--- config.mk ---
export PLATFORM = sky130hd
export DESIGN_NAME = sat_cycle_counter
export DESIGN_NICKNAME = d
export VERILOG_FILES = /design/src/rtl/test_result_reporter_sat_cycle_counter.sv
export SDC_FILE = /design/constraint.sdc
export NUM_CORES = 1
export LEC_CHECK = 0
export BUFFER_PORTS_ARGS = -buffer_cell sky130_fd_sc_hd__buf_2
export CORE_MARGIN = 2
export CORE_UTILIZATION = 60
export CTS_BUF_LIST = sky130_fd_sc_hd__clkbuf_4 sky130_fd_sc_hd__clkbuf_8
export CTS_CLUSTER_SIZE = 40
export DETAILED_ROUTE_END_ITERATION = 6
export PLACE_DENSITY = 0.85
export SYNTH_ARGS = -nofsm -noshare
export SYNTH_HDL_FRONTEND = slang
export SYNTH_SLANG_ARGS = --single-unit
--- constraint.sdc ---
create_clock -name clk -period 4.6 [get_ports clk]
set_clock_uncertainty 0.2 [all_clocks]
set_input_delay 0.92 -clock clk [delete_from_list [all_inputs] [get_ports clk]]
set_output_delay 0.92 -clock clk [all_outputs]
set_load 0.01 [all_outputs]
--- src/rtl/test_result_reporter_sat_cycle_counter.sv ---
// Saturating cycle counter with watchdog limit flag.
// Ports: clk, rst (async low), en, clr, count, at_limit (count == MAX_CYCLES-1).
module sat_cycle_counter #(
    parameter int CNT_W      = 32,
    parameter int MAX_CYCLES = 6000
) (
    input  logic             clk,
    input  logic             rst,
    input  logic             en,
    input  logic             clr,
    output logic [CNT_W-1:0] count,
    output logic             at_limit
);
    always_ff @(posedge clk or negedge rst) begin
        if (!rst) begin
            count <= '0;
        end else if (clr) begin
            count <= '0;
        end else if (en && (count != '1)) begin
            count <= count + 1'b1;
        end
    end

    assign at_limit = (count == CNT_W'(MAX_CYCLES - 1));
endmodule

Word-level counts from Yosys, hierarchy flattened
Index checks and enable logic that the tools add are counted.
- equality and inequality tests: 2
- mux-type cells: 2
- $add $sub $neg: 1
- reductions and logical operators: 2
- operators with widths (cell ; count):
    $mux 32 ; 2
    $add 32x1->32 const B ; 1
    $eq 32x13->1 const B ; 1
    $ne 32x32->1 const B ; 1
    $reduce_bool 2->1 ; 1
    $logic_and 1x1->1 ; 1
- bits in registers: 32
- output and inout bits: 33
- logic and storage cells: 8
- input port bits: 4

Depth between registers and ports, before layout
- depth after elaboration: 4
- gate-level depth with buffers: 8
- depth with buffers taken out: 6

Least setup slack after synthesis
Ideal clock, no wire load.
- path type: flip-flop to output port
- from: register count[0]
- to: output at_limit
- slack: 2162 ps
- required time: 3480 ps
- path buffers: 0
- cell stages (with the launch flop): 5
- arrival time: 1318 ps
- cells stage by stage: dfrtp_1 ha_1 and3_1 nand2_1 nor4_1
- word-level cells in the longest chain between the ends: 1
- RTL lines (item ; RTL line ; text):
    start: declaration ; 11 ; output logic [CNT_W-1:0] count,
    start signal: assignment ; 20 ; count <= count + 1'b1;
    $eq 32x13->1 ; 24 ; assign at_limit = (count == CNT_W'(MAX_CYCLES - 1));
    end: declaration ; 12 ; output logic at_limit
No other way between the ends.

Worst setup path after layout
- from: register count[27]
- to: output at_limit
Same word-level chain as after synthesis.

==> results.json <==
{
  "status": "completed",
  "nets": 250,
  "synth_enable_flop_cells": 0,
  "start_util_pct": 63.6,
  "path_clk_slew_ns": 0.10,
  "period_share_pct": 64.1,
  "clk_path_buf_depth": 2,
  "grt_max_degree": 42,
  "fin_total_pwr_uw": 476,
  "dr_total_vias": 1809,
  "wirelength_mm": 4.46,
  "rows": 20,
  "cts_sinks": 32,
  "path_class": "reg -> out",
  "power.density_nw_per_um2": 218,
  "whs_ns": 0.402,
  "place_congestion": 0.895,
  "drtIter0Drc": 120,
  "ys_ff_latch": 32,
  "async_reset_ff_share_pct": 100,
  "die_area_um2": 3730,
  "synthFlopType": "dfrtp_1",
  "drt-vias-per-instance": 6.24,
  "ir_worst_vdd_mv": 0.134,
  "io_pins": 37,
  "layout_min_cycle_time_ns": 2.95,
  "cts_made_buffers": 5,
  "post_cts_buffers": 0,
  "drc_errors": 0,
  "grt_pass1_wl_mm": 7.35,
  "drtPass1Iterations": 4,
  "cp-end-kind": "primary output",
  "top_regs": "count x32",
  "ctsResizeCount": 0,
  "final.fill_count": 268,
  "critPathMaxFanout": 7,
  "root_buffer": "clkbuf_4",
  "grt-ovfl-total": 0,
  "hold_viol": 0,
  "fmaxAchievable_mhz": 339,
  "core_um2": 3080,
  "syn_to_final_growth_pct": 11.4,
  "hp-class": "in -> async",
  "critPathArrivalTime_ns": 1.83,
  "regMostFlops": "count",
  "cts_tree": "done",
  "leakagePower_nw": 0.988,
  "die_h_um": 61.1,
  "setup_tns_ns": 0,
  "critPathLaunchType": "flop",
  "ys_warn_count": 0,
  "synth_cell_types": 36,
  "report.final.slew_viol_count": 0,
  "numPortBuffers": 36,
  "insertion_delay_ns": 0.35,
  "largest_reg_flops": 32,
  "syn_area_um2": 1960,
  "chipWidth_um": 61.1,
  "layout-drive-gt1-share_pct": 22.8,
  "grt_pass1_vias": 1593,
  "drt-wirelength-per-cell_um": 15.4,
  "drv_cap": 0,
  "dp_hpwl_mm": 3.08,
  "synth_cells": 214,
  "syn_area_per_cell_um2": 9.14,
  "htree_levels": 2,
  "setup_violations": 0,
  "grt_usage_pct": 26.5,
  "yosysSeqAreaShare_pct": 40.9,
  "antenna_found_initial": 0,
  "max_slew_margin_pct": 53.6,
  "multi_input_area_um2": 1060,
  "cts_hold_buffers": 0,
  "postRouteAntennaNets": 0,
  "diodes": 0,
  "rsz0062_at_grt": "false",
  "ff_latch_area_um2": 801,
  "syn_nets": 219,
  "worst_pin_slew_ns": 0.696,
  "crit_required_ns": 3.48
}
## layout by cell type (no fill, tap or decap), types with 2 or more instances in the layout
master and count:
clkinv_2 2, nor2_1 21, dfrtp_1 32, nor3_1 2, nor2b_1 9, o21ai_0 11
nand2_1 12, and4_1 5, and3_1 5, or4_1 5, nand4_1 15, o31ai_1 4
xnor2_1 9, clkbuf_4 5, inv_1 3, and4b_1 2, nand3_1 9, a21oi_1 14
and2_1 2, buf_2 36, nor4_1 9, nor4b_1 2, a2111oi_0 4, mux2_2 6
or3_1 9
## critical path: stages (launching register included)
cell,delay [ns]
dfrtp_1,0.46
nor4_1,0.36
nand4_1,0.15
nor4_1,0.33
buf_2,0.19
## final cells by class
type	count	share of cell area [%]
multi-input combinational	166	48.8
sequential	32	36.7
timing repair buffer	37	8.61
tap	44	2.53
clock buffer	6	2.35
inverter	3	0.517
clock inverter	2	0.459
## metal layers
metal | vias up | part of all wire [%] | global-route usage, %
met4 | 0 | 1.6 | 10.9
met5 | - | 0 | 0
met3 | 10 | 6.6 | 8.19
met1 | 874 | 46 | 35.8
li1 | 865 | - | -
met2 | 60 | 46 | 39.7
## Yosys cell counts, types with 6 or more instances
library cell	count	share of area, %
dfrtp_1	32	41
nor2_1	21	4.0
nand4_1	15	4.8
a21oi_1	14	3.6
nand2_1	12	2.3
o21ai_0	11	2.8
nand3_1	9	2.3
nor2b_1	9	2.9
nor4_1	9	2.9
or3_1	9	2.9
xnor2_1	9	4.0
clkbuf_1	7	1.3
mux2_2	6	3.5
## logic make-up after synthesis
family | count (synthesis) | share of synthesized area [%]
flops | 32 | 40.9
simple gates | 113 | 34.5
xor+xnor | 9 | 4.03
buf+inv | 16 | 4.73
fa+ha+maj | 1 | 0.639
compound gates | 36 | 11.1
mux | 7 | 4.03
## through the flow
stage	worst slack, ns	utilization (%)	instance area, um^2	std cells
2_1_floorplan	2.16	-	1960	214
3_3_place_gp	2.01	68.8	2120	282
3_5_place_dp	1.97	68.8	2120	282
4_1_cts	1.63	70.8	2180	290
5_1_grt	1.54	70.8	2180	290
6_report	1.65	70.8	2180	290
## power breakdown
group / switching, mW / internal, mW / total, mW
Sequential: 0.00168 / 0.282 / 0.284
Clock: 0.0988 / 0.0726 / 0.171
Combinational: 0.0156 / 0.00489 / 0.0205
Total: 0.116 / 0.360 / 0.476
## final timing paths
kind	start	end	slack [ns]	depth (start not counted)
max	count[27]	at_limit	1.65	4
min reg2reg	count[3]	count[3]	0.40	2
min in group clk	count[3]	count[3]	0.40	2
max reg2reg	count[23]	count[9]	2.06	6
min	rst	count[18]	0.40	1
max in group asynchronous	rst	count[21]	3.35	1
Power figures use the tool's default switching activity.
